<file path="src/rtl/priority_seq_fsm_if.sv">
`default_nettype none
// ============================================================================
// Module      : priority_seq_fsm_if
// Description : Control/status bundle between the register bank (master) and
//               the priority channel sequencer (slave).
// Revision    : 1.0 - initial release
// ============================================================================
interface priority_seq_fsm_if #(
    parameter int N_CH    = 16,
    parameter int DWELL_W = 8
);
    localparam int IDX_W = $clog2(N_CH);

    logic [N_CH-1:0]    ch_mask_i;
    logic               arm_i;
    logic               dump_i;
    logic               inter_i;
    logic               disable_i;
    logic               mode_i;
    logic [DWELL_W-1:0] dwell_i;

    logic [N_CH-1:0]    ch_sel_o;
    logic [IDX_W-1:0]   ch_idx_o;
    logic [N_CH-1:0]    pending_o;
    logic               idle_sm_o;
    logic               cycle_done_o;

    modport master (
        output ch_mask_i, arm_i, dump_i, inter_i, disable_i, mode_i, dwell_i,
        input  ch_sel_o, ch_idx_o, pending_o, idle_sm_o, cycle_done_o
    );

    modport slave (
        input  ch_mask_i, arm_i, dump_i, inter_i, disable_i, mode_i, dwell_i,
        output ch_sel_o, ch_idx_o, pending_o, idle_sm_o, cycle_done_o
    );
endinterface
`default_nettype wire

</file>
<file path="src/rtl/priority_seq_fsm.sv">
`default_nettype none
// ============================================================================
// Module      : priority_seq_fsm
// Description : N-channel priority sequencer. Latches a channel mask on arm,
//               serves the lowest-index pending channel on each dump for a
//               programmable dwell, with one-shot/auto-repeat, hold/resume
//               and hard disable.
// Revision    : 1.0 - initial release
// ============================================================================
module priority_seq_fsm #(
    parameter int N_CH    = 16,
    parameter int DWELL_W = 8
) (
    input  wire logic          clk_i,
    input  wire logic          resetn_i,
    priority_seq_fsm_if.slave  bus
);
    localparam int IDX_W = $clog2(N_CH);

    typedef enum logic [1:0] {
        ST_IDLE  = 2'd0,
        ST_ARMED = 2'd1,
        ST_DWELL = 2'd2,
        ST_HOLD  = 2'd3
    } state_t;

    state_t             r_state;
    logic               r_arm_q;
    logic               r_dump_q;
    logic [N_CH-1:0]    r_pending;
    logic [N_CH-1:0]    r_mask_lat;
    logic [DWELL_W-1:0] r_dwell_cnt;
    logic [IDX_W-1:0]   r_ch_idx;
    logic [N_CH-1:0]    r_ch_sel;
    logic               r_done;
    logic               r_idle;

    logic               w_arm_rise;
    logic               w_dump_rise;
    logic               w_mask_nz;
    logic [IDX_W-1:0]   w_pick_idx;
    logic [N_CH-1:0]    w_pick_sel;
    logic [N_CH-1:0]    w_retired;

    assign w_arm_rise  = bus.arm_i  & ~r_arm_q;
    assign w_dump_rise = bus.dump_i & ~r_dump_q;
    assign w_mask_nz   = |bus.ch_mask_i;
    assign w_retired   = r_pending & ~r_ch_sel;

    // Priority encoder: lowest set index of the pending set wins.
    always_comb begin
        w_pick_idx = '0;
        for (int i = N_CH - 1; i >= 0; i--) begin
            if (r_pending[i]) begin
                w_pick_idx = IDX_W'(i);
            end
        end
        w_pick_sel = (|r_pending) ? (N_CH'(1) << w_pick_idx) : '0;
    end

    // Sequencer state machine; every output is a register written here.
    always_ff @(posedge clk_i or negedge resetn_i) begin
        if (!resetn_i) begin
            r_state     <= ST_IDLE;
            r_arm_q     <= 1'b0;
            r_dump_q    <= 1'b0;
            r_pending   <= '0;
            r_mask_lat  <= '0;
            r_dwell_cnt <= '0;
            r_ch_idx    <= '0;
            r_ch_sel    <= '0;
            r_done      <= 1'b0;
            r_idle      <= 1'b1;
        end else begin
            r_arm_q  <= bus.arm_i;
            r_dump_q <= bus.dump_i;
            r_done   <= 1'b0;

            if (bus.disable_i) begin
                r_state   <= ST_IDLE;
                r_idle    <= 1'b1;
                r_pending <= '0;
                r_ch_sel  <= '0;
            end else begin
                case (r_state)
                    ST_IDLE: begin
                        if (w_arm_rise && w_mask_nz) begin
                            r_mask_lat <= bus.ch_mask_i;
                            r_pending  <= bus.ch_mask_i;
                            r_state    <= ST_ARMED;
                            r_idle     <= 1'b0;
                        end
                    end
                    ST_ARMED: begin
                        if (bus.inter_i) begin
                            r_state <= ST_HOLD;
                        end else if (w_dump_rise) begin
                            // A dump with nothing pending has nothing to select.
                            if (|r_pending) begin
                                r_ch_sel    <= w_pick_sel;
                                r_ch_idx    <= w_pick_idx;
                                r_dwell_cnt <= bus.dwell_i;
                                r_state     <= ST_DWELL;
                            end
                        end else if (w_arm_rise && w_mask_nz) begin
                            r_mask_lat <= bus.ch_mask_i;
                            r_pending  <= bus.ch_mask_i;
                        end
                    end
                    ST_DWELL: begin
                        if (bus.inter_i) begin
                            // Channel stays pending; remaining dwell is dropped.
                            r_ch_sel <= '0;
                            r_state  <= ST_HOLD;
                        end else if (r_dwell_cnt == '0) begin
                            r_ch_sel <= '0;
                            if (|w_retired) begin
                                r_pending <= w_retired;
                                r_state   <= ST_ARMED;
                            end else begin
                                r_done <= 1'b1;
                                if (bus.mode_i) begin
                                    r_pending <= r_mask_lat;
                                    r_state   <= ST_ARMED;
                                end else begin
                                    r_pending <= '0;
                                    r_state   <= ST_IDLE;
                                    r_idle    <= 1'b1;
                                end
                            end
                        end else begin
                            r_dwell_cnt <= r_dwell_cnt - 1'b1;
                        end
                    end
                    ST_HOLD: begin
                        // Resume keeps the existing pending set; no mask reload.
                        if (!bus.inter_i && w_arm_rise) begin
                            r_state <= ST_ARMED;
                        end
                    end
                    default: begin
                        r_state <= ST_IDLE;
                        r_idle  <= 1'b1;
                    end
                endcase
            end
        end
    end

    assign bus.ch_sel_o     = r_ch_sel;
    assign bus.ch_idx_o     = r_ch_idx;
    assign bus.pending_o    = r_pending;
    assign bus.idle_sm_o    = r_idle;
    assign bus.cycle_done_o = r_done;

endmodule
`default_nettype wire

</file>
<file path="src/flat_wrapper.sv">
// flat-port wrapper written by rule: the top's interface ports become plain ports
module priority_seq_fsm_flat 
#(
    parameter int N_CH    = 16,
    parameter int DWELL_W = 8
)
  (clk_i, resetn_i, bus_ch_mask_i, bus_arm_i, bus_dump_i, bus_inter_i, bus_disable_i, bus_mode_i, bus_dwell_i, bus_ch_sel_o, bus_ch_idx_o, bus_pending_o, bus_idle_sm_o, bus_cycle_done_o);
  priority_seq_fsm_if #(.N_CH(N_CH), .DWELL_W(DWELL_W)) bus_i ();
  input  wire logic clk_i;
  input  wire logic resetn_i;
  input wire logic [$bits(bus_i.ch_mask_i)-1:0] bus_ch_mask_i;
  input wire logic [$bits(bus_i.arm_i)-1:0] bus_arm_i;
  input wire logic [$bits(bus_i.dump_i)-1:0] bus_dump_i;
  input wire logic [$bits(bus_i.inter_i)-1:0] bus_inter_i;
  input wire logic [$bits(bus_i.disable_i)-1:0] bus_disable_i;
  input wire logic [$bits(bus_i.mode_i)-1:0] bus_mode_i;
  input wire logic [$bits(bus_i.dwell_i)-1:0] bus_dwell_i;
  output wire logic [$bits(bus_i.ch_sel_o)-1:0] bus_ch_sel_o;
  output wire logic [$bits(bus_i.ch_idx_o)-1:0] bus_ch_idx_o;
  output wire logic [$bits(bus_i.pending_o)-1:0] bus_pending_o;
  output wire logic [$bits(bus_i.idle_sm_o)-1:0] bus_idle_sm_o;
  output wire logic [$bits(bus_i.cycle_done_o)-1:0] bus_cycle_done_o;
  assign bus_i.ch_mask_i = bus_ch_mask_i;
  assign bus_i.arm_i = bus_arm_i;
  assign bus_i.dump_i = bus_dump_i;
  assign bus_i.inter_i = bus_inter_i;
  assign bus_i.disable_i = bus_disable_i;
  assign bus_i.mode_i = bus_mode_i;
  assign bus_i.dwell_i = bus_dwell_i;
  assign bus_ch_sel_o = bus_i.ch_sel_o;
  assign bus_ch_idx_o = bus_i.ch_idx_o;
  assign bus_pending_o = bus_i.pending_o;
  assign bus_idle_sm_o = bus_i.idle_sm_o;
  assign bus_cycle_done_o = bus_i.cycle_done_o;
  priority_seq_fsm #(.N_CH(N_CH), .DWELL_W(DWELL_W)) u_core (.clk_i(clk_i), .resetn_i(resetn_i), .bus(bus_i));
endmodule
</file>
<file path="config.mk">
export PLATFORM = sky130hd
export DESIGN_NAME = priority_seq_fsm_flat
export DESIGN_NICKNAME = d
export VERILOG_FILES = /design/src/rtl/priority_seq_fsm_if.sv /design/src/rtl/priority_seq_fsm.sv /design/src/flat_wrapper.sv
export SDC_FILE = /design/constraint.sdc
export NUM_CORES = 1
export LEC_CHECK = 0
export ABC_CLOCK_PERIOD_IN_PS = 2600
export CAP_MARGIN = 0
export CELL_PAD_IN_SITES_DETAIL_PLACEMENT = 1
export CELL_PAD_IN_SITES_GLOBAL_PLACEMENT = 1
export CORE_MARGIN = 1
export CORE_UTILIZATION = 36
export DETAILED_ROUTE_END_ITERATION = 12
export PLACE_DENSITY_LB_ADDON = 0.3
export SLEW_MARGIN = 5
export SYNTH_ARGS = -nofsm -noshare
export SYNTH_HDL_FRONTEND = slang
export SYNTH_SLANG_ARGS = --single-unit
</file>
<file path="constraint.sdc">
create_clock -name clk_i -period 2.6 [get_ports clk_i]
set_clock_uncertainty 0.2 [all_clocks]
set_input_delay 0.26 -clock clk_i [delete_from_list [all_inputs] [get_ports clk_i]]
set_output_delay 0.26 -clock clk_i [all_outputs]
set_load 0.02 [all_outputs]
</file>
Word-level counts from Yosys, hierarchy flattened:

Index checks and enable logic that the tools add are counted.
Widths: inputs -> output; s select.

* bits in registers: 66
* input bits: 31
* output and inout port bits: 38
* logic and storage cells: 127

* add/subtract/negate cells: 1
* equality and inequality tests: 22
* shift operators: 1
* muxes and demuxes: 65
* bitwise logic cells: 8
* reductions and logical operators: 20

Operators by type and width (number)
* $mux 16: 17
* $mux 4: 16
* $pmux 16 s2: 2
* $pmux 16 s3: 1
* $reduce_or 16->1: 3
* $mux 8: 5
* $reduce_and 5->1: 4
* $mux 2: 9
* $and 16x16->16: 1
* $not 16->16: 1
* $pmux 8 s2: 1
* $shl 1x4->16 const A: 1
* $ne 3x2->1 const B: 5
* $ne 3x3->1 const B: 5
* $mux 1: 12
* $ne 4x3->1 const B: 3
* $logic_not 8->1: 1
* $ne 2x2->1 const B: 4
* $pmux 2 s4: 1
* $sub 8x1->8 const B: 1
* $reduce_and 7->1: 1
* $reduce_and 6->1: 1
* $reduce_bool 3->1: 2
* $eq 2x2->1 const B: 2
* 11 further kinds: 18

Longest topological paths before layout:

Gate-level depths: netlist (run 1).

* word-level depth: 22
* mapped depth: 10
* depth with buffers taken out: 8

Least setup slack after synthesis (run 1):

No wires, ideal clock.

* path kind: reg-to-reg
* start point: register u_core.r_dwell_cnt[0]
* end point: register u_core.r_pending[15], in the netlist u_core.bus.pending_o[15]
* library setup time: 0.125 ns
* data arrival time: 2.203 ns
* data required time: 2.275 ns
* path slack: 0.072 ns
* stages on the path, launching flop included: 11
* buffers on the path: 2
* period minus slack after synthesis: 2.528 ns
* path through: dfrtp_1 inv_1 ha_1 or4b_4 nor4_4 nand2_1 o21ai_0 a21o_1 buf_6 buf_6 mux2_2

* cells in the longest elaborated chain, start to end: 3

Ends and longest elaborated chain
* start: declaration: line priority_seq_fsm.sv:32 `logic [DWELL_W-1:0] r_dwell_cnt;`
* start signal: assignment: line priority_seq_fsm.sv:102 `r_dwell_cnt <= bus.dwell_i;`
* start signal: assignment: line priority_seq_fsm.sv:132 `r_dwell_cnt <= r_dwell_cnt - 1'b1;`
* $logic_not 8->1: line priority_seq_fsm.sv:115 `end else if (r_dwell_cnt == '0) begin`
* $ne 3x2->1 (no line)
* $reduce_and 5->1 (no line)
* end signal: assignment: line priority_seq_fsm.sv:107 `r_pending <= bus.ch_mask_i;`
* end signal: assignment: line priority_seq_fsm.sv:118 `r_pending <= w_retired;`
* end signal: assignment: line priority_seq_fsm.sv:123 `r_pending <= r_mask_lat;`
* end: declaration: line priority_seq_fsm.sv:30 `logic [N_CH-1:0] r_pending;`

No other way between the ends.
A chain may end at the register's enable or synchronous reset.

Final worst setup path (run 1):

* start point: register u_core.r_pending[11], in the netlist u_core.bus.pending_o[11]
* end point: register u_core.r_ch_sel[1], in the netlist u_core.bus.ch_sel_o[1]

* cells in the longest elaborated chain, start to end: 18
* elaborated cells between the ends (all ways): 21
* classes of those cells: eq/ne (1); shift (1); mux (17); reduce/logical (2)

Ends and longest elaborated chain
* start signal: assignment: line priority_seq_fsm.sv:89 `r_pending <= bus.ch_mask_i;`
* start signal: assignment: line priority_seq_fsm.sv:107
* start signal: assignment: line priority_seq_fsm.sv:118
* $mux 4 (12 in a row): line priority_seq_fsm.sv:54 `if (r_pending[i]) begin`
* $shl 1x4->16: line priority_seq_fsm.sv:58 `w_pick_sel = (|r_pending) ? (N_CH'(1) << w_pick_idx) : '0;`
* $mux 16: line priority_seq_fsm.sv:99 `if (|r_pending) begin`
* $mux 16: line priority_seq_fsm.sv:97 `end else if (w_dump_rise) begin`
* $mux 16: line priority_seq_fsm.sv:95 `if (bus.inter_i) begin`
* $pmux 16 s2: line priority_seq_fsm.sv:85 `case (r_state)`
* $mux 16: line priority_seq_fsm.sv:79 `if (bus.disable_i) begin`
* end signal: assignment: line priority_seq_fsm.sv:100 `r_ch_sel <= w_pick_sel;`
* end: declaration: line priority_seq_fsm.sv:34 `logic [N_CH-1:0] r_ch_sel;`

Parallel ways exist; a longest one is shown, timed or not. The select of a mux whose other input is x is not followed.

==> flow_summary.toml, run 1 <==
[power_and_ir_drop]
p_switching_mw = 1.82
report.power.total_mw = 4.84
switching_share_pct = 37.6
p_per_area_nw_per_um2 = 933
vdd_drop_max_mv = 0.350
seqPwrFrac_pct = 32.7
leakagePower_nw = 2.29
clockPowerShare_pct = 19.9
p_int_mw = 3.02
power_frac_comb_pct = 47.4

[floorplan]
die_y_um = 102
design.die.area_um2 = 10400
start_util_pct = 37.0
core_area_um2 = 9730
num_io_pins = 69
die_x_um = 102
rows = 36

[drt]
routed_wl_um = 11900
ant_nets = 0
vias = 3325
viasPerCell = 5.42
drt_iter0_markers = 109
firstDrtPassIters = 4
drc_errors = 0
post_drt_wl_per_cell_um = 19.4

[synth]
synth_top_cell_area_share_pct = 45.1
async_flop_share_pct = 100
synth_edf_count = 0
syn_avg_cell_area_um2 = 10.3
ys_types = 56
synth_area_leader_cell = "dfrtp_1"
ys_top_cells_by_area = "dfrtp_1 (45%), mux2_2 (8.7%), a21oi_1 (4.2%), nor2b_1 (3.3%), a22o_1 (3.2%)"
syn-instance-count = 349
syn_nets = 385
synth-seq-cells = 66
ys_seq_area_share_pct = 45.9
syn_area_um2 = 3600
yosys_warnings = 0
ys.flop_type = "dfrtp_1"

[finish]
finalInstanceArea_um2 = 5190
fill_cells = 1092
mostFrequentLayoutCell = "clkdlybuf4s50_1"
multi_input_area_um2 = 1860
n_antenna_cell = 0
area_growth_pct = 44.0
regArea_um2 = 1650
nNetsFinal = 512
final_cell_mix = "clkdlybuf4s50_1 (67), dfrtp_1 (65), buf_4 (56), a21oi_1 (29), nor2_1 (29)"
fin_cells = 614
drive_gt1_share_pct = 27.0

[worst_setup_path]
critPathMaxStageDelay_ps = 570
r2r-start = "u_core.bus.pending_o[11]"
critPathArrivalTime_ps = 2660
path_buf_inv = 2
critPathKind = "register to register"
critPathSlowestCell = "or4_4"
path_cells = "or4_4 > o41ai_4 > buf_4 > o21ai_2 > a21oi_4 > buf_12 > a32o_1"
crit_path_start_kind = "register"
path_max_fanout = 16
startpoint = "u_core.bus.pending_o[11]"
critPathTopFamily = "compound AO/OA/AOI/OAI gates"
cp.required_ps = 2690
critPathCaptureType = "register"

[global_route]
grt_use_met2_pct = 41.9
grt_pass1_vias = 3428
grt_usage_pct = 24.0
grt_antenna_before_repair = 0
grt.met1_usage_pct = 30.0
busiest_layer = "met2"
grt_max_degree = 32
grt_overflow_total = 0
grt_pass1_wl_um = 18700
use_met3_pct = 3.42

[place]
place_ws_ps = -41.8
dpl-instance-area_um2 = 4660
io_buffers = 68
routabilityCongestion = 0.785
place_inst = 568
dp_hpwl_um = 8350

[timing]
finalWorstSetupSlack_ps = 25.0
layout_worst_path_cycle_share_pct = 99.0
post-route-min-period_ps = 2580
slew_violations = 0
rsz0062_at_grt = "true"
slew_headroom_pct = 59.7
setup_viol = 0
finalSetupTns_ps = 0
fmax_mhz = 388
worst_pin_slew_ps = 604
hold_viol = 0

[clock_network]
cts_max_path_buffers = 2
clockRootBuffer = "clkbuf_8"
clkSlewWorstSetupHoldPaths_ps = 80
h-tree-depth = 3
cts_tree = "yes"
cts_buffers = 9
cts_sinks = 66
clk_latency_ps = 350

[run_status]
status = "finished, final reports clean"

[hold_path]
min_path_type = "primary input to register"
hp-start = "bus_arm_i"

[flow_run]
cap_viol_max_count = 0
==> routing by layer <==
layer  share of wire, %  wire length, um  up-vias
li1                   -                -     1543
met1                 43             5120     1670
met2                 51             6100       91
met3                3.2              375       21
met4                2.6              306        0
met5                  0                0        -
==> final cells by class <==
cell class                 instances  share of cell area, %
timing repair buffer             133                   24.1
clock inverter                     5                   1.52
multi-input combinational        252                   35.8
tap                              133                   3.21
clock buffer                      11                   2.53
inverter                          14                   1.01
sequential                        66                   31.8
==> registers in the layout, indices dropped and copies added, names as in the netlist <==
name                     flops
u_core.bus.idle_sm_o         1
u_core.r_mask_lat           16
u_core.r_state               2
u_core.r_dump_q              1
u_core.bus.ch_idx_o          4
u_core.r_arm_q               1
u_core.bus.pending_o        16
u_core.bus.ch_sel_o         16
u_core.r_dwell_cnt           8
u_core.bus.cycle_done_o      1
==> kinds of logic after synthesis <==
group / synth area share (%)
compound gates: 19.2
flops: 45.9
mux: 11.2
fa+ha+maj: 1.74
buf+inv: 4.20
simple gates: 17.6
xor+xnor: 0.243
==> synth_stat cells, types with 5 or more instances <==
library cell and instances:
o21ai_0 16, nor3_1 5, nor4_1 10, nand2_1 21, nor2b_1 19, ha_1 5
inv_1 14, clkbuf_1 7, nand2b_1 5, a2bb2oi_1 6, nor2_1 29, mux2i_1 9
dfrtp_1 65, a22o_1 13, mux2_2 28, a21oi_1 30
==> power groups by stage <==
stage	Sequential, mW	Combinational (mW)	Clock, mW
3_5_place_dp	1.58	1.93	0
2_1_floorplan	1.68	1.05	0
3_3_place_gp	1.56	1.87	0
5_1_grt	1.61	2.47	1.02
6_report	1.58	2.30	0.963
4_1_cts	1.56	2.19	0.968
==> per-stage QoR <==
stage | hold WS, ps | utilization (%)
2_1_floorplan | -236 | -
3_3_place_gp | 88.7 | 47.9
3_5_place_dp | 92.9 | 47.9
4_1_cts | 175 | 52.5
5_1_grt | 177 | 53.3
6_report | 177 | 53.3
==> timing repair <==
action                                  4_1_cts  5_1_grt
hold buffers                                  1        0
gates cloned                                  1        0
hold endpoints to repair                     24        0
gates resized for setup                       9       15
pin swaps                                     3        4
endpoints found under the setup margin       10       40
setup buffers                                23        6
==> worst paths after layout <==
check	to	slack [ps]	cells after the start
setup / recovery	u_core.bus.ch_sel_o[1]	20	7
hold / removal	u_core.r_arm_q	180	1
setup reg to reg	u_core.bus.ch_sel_o[1]	20	7
hold reg to reg	u_core.bus.ch_idx_o[2]	290	2
max in group asynchronous	u_core.bus.idle_sm_o	1300	3
min in group asynchronous	u_core.bus.ch_idx_o[0]	240	2
(Power assumes the default switching activity.)
==> run 2, diff against run 1 <==
- ABC_CLOCK_PERIOD_IN_PS: 2600 -> 3350
- CAP_MARGIN: 0 -> 10
- CORE_UTILIZATION: 36 -> 44
- clock period: 2.6 -> 3.35 ns (I/O delays scaled with it)
==> run 2 against run 1 <==
Against the previous run: clock power fell by 30%; sequential power decreased by 19%; highest routed layer unchanged; largest power group unchanged; register-to-register slack better by 310 ps; first-iteration DRC count is 71% higher; combinational power down 42%; worst setup slack improved by 310 ps; die area is 18% lower; critical path depth grew 1; clock-buffer cell count decreased by 1.
==> flow_summary.toml, run 2 (synthesis results as in run 1) <==
[place]
place_inst = 509
routabilityCongestion = 0.867
place_ws_ps = 355
io_buffers = 68
dp_hpwl_um = 7900
dpl-instance-area_um2 = 4360

[finish]
area_growth_pct = 26.6
mostFrequentLayoutCell = "clkdlybuf4s50_1"
final_cell_mix = "clkdlybuf4s50_1 (67), dfrtp_1 (65), a21oi_1 (30), nor2_1 (29), mux2_2 (28)"
n_antenna_cell = 0
fin_cells = 525
nNetsFinal = 455
drive_gt1_share_pct = 15.6
fin_util_pct = 58.5
finalInstanceArea_um2 = 4560

[clock_network]
cts_buffers = 9
clockRootBuffer = "clkbuf_8"
clk_latency_ps = 350
cts_tree = "yes"
cts_setup_buffers = 0
cts_sinks = 66
h-tree-depth = 3
cts_max_path_buffers = 2
cts_resized = 0
clkSlewWorstSetupHoldPaths_ps = 70

[timing]
layout_worst_path_cycle_share_pct = 90.1
slew_headroom_pct = 48.5
setup_viol = 0
slew_violations = 0
finalWorstSetupSlack_ps = 331
rsz0062_at_grt = "false"
finalSetupTns_ps = 0
post-route-min-period_ps = 3020
hold_viol = 0
fmax_mhz = 331
worst_pin_slew_ps = 773
fin_hold_ws_ps = 213

[floorplan]
num_io_pins = 69
die_y_um = 92.5
die_x_um = 92.5
core_area_um2 = 7810
start_util_pct = 46.2
rows = 32
design.die.area_um2 = 8560

[worst_setup_path]
path_max_fanout = 16
critPathKind = "register to register"
cp.required_ps = 3380
critPathTopFamily = "simple AND/OR/NAND/NOR gates"
crit_path_start_kind = "register"
critPathSlowestCell = "a21o_1"
critPathMaxStageDelay_ps = 650
critPathCaptureType = "register"
path_cells = "inv_1 > ha_1 > or4b_4 > nor4_4 > nand2_1 > o21ai_0 > a21o_1 > mux2_2"
path_buf_inv = 1
critPathArrivalTime_ps = 3050

[global_route]
grt_antenna_before_repair = 0
use_met3_pct = 3.86
grt_pass1_wl_um = 17300
grt_usage_pct = 26.8
grt_use_met2_pct = 44.3
grt.met1_usage_pct = 34.1
grt_overflow_total = 0
grt_max_degree = 30
busiest_layer = "met2"
grt_pass1_vias = 3308

[power_and_ir_drop]
switching_share_pct = 39.1
p_switching_mw = 1.29
vdd_drop_max_mv = 0.353
leakagePower_nw = 1.94
seqPwrFrac_pct = 38.9
p_int_mw = 2.00
power_frac_comb_pct = 40.6
p_per_area_nw_per_um2 = 720
clockPowerShare_pct = 20.5
report.power.total_mw = 3.29

[flow_run]
cap_viol_max_count = 0

[hold_path]
min_path_type = "primary input to async pin"

[drt]
vias = 3096
ant_nets = 0
firstDrtPassIters = 4
routed_wl_um = 10400
post_drt_wl_per_cell_um = 19.9
drt_iter0_markers = 186
drc_errors = 0
viasPerCell = 5.90

[run_status]
status = "finished, final reports clean"
-- run 2: final timing paths --
| check | startpoint | endpoint | slack [ps] | cells after the start |
|---|---|---|---|---|
| max in group asynchronous | resetn_i | u_core.r_mask_lat[13] | 2030 | 3 |
| min in group clk_i | bus_arm_i | u_core.r_arm_q | 270 | 1 |
| worst max register to register | u_core.r_dwell_cnt[0] | u_core.bus.pending_o[6] | 330 | 8 |
| worst min register to register | u_core.bus.ch_idx_o[2] | u_core.bus.ch_idx_o[2] | 290 | 2 |
| worst min-delay path | resetn_i | u_core.bus.ch_idx_o[1] | 210 | 2 |
| worst max-delay path | u_core.r_dwell_cnt[0] | u_core.bus.pending_o[6] | 330 | 8 |
-- run 2: repair_timing --
action,in CTS,in global routing
hold buffers,1,0
endpoints found under the hold margin,15,0
endpoints found under the setup margin,0,0
-- run 2: layer usage --
metal | share of wire, % | vias to the layer above
met3 | 4.6 | 22
li1 | - | 1426
met5 | 0 | -
met2 | 50 | 100
met1 | 42 | 1548
met4 | 3.1 | 0
-- run 2: final cells by class --
cell class,instances,area (um^2)
Inverter,14,52.6
Tap cell,102,128
Clock inverter,5,55.1
Timing Repair Buffer,76,738
Multi-Input combinational cell,252,1800
Fill cell,874,3240
Clock buffer,10,138
Sequential cell,66,1650
-- run 2: power by group through the flow --
stage          sequential [mW]  combinational [mW]  clock (mW)
2_1_floorplan             1.31               0.812           0
3_3_place_gp              1.26                1.28           0
3_5_place_dp              1.29                1.32           0
4_1_cts                   1.28                1.34       0.683
5_1_grt                   1.32                1.45       0.728
6_report                  1.28                1.33       0.674
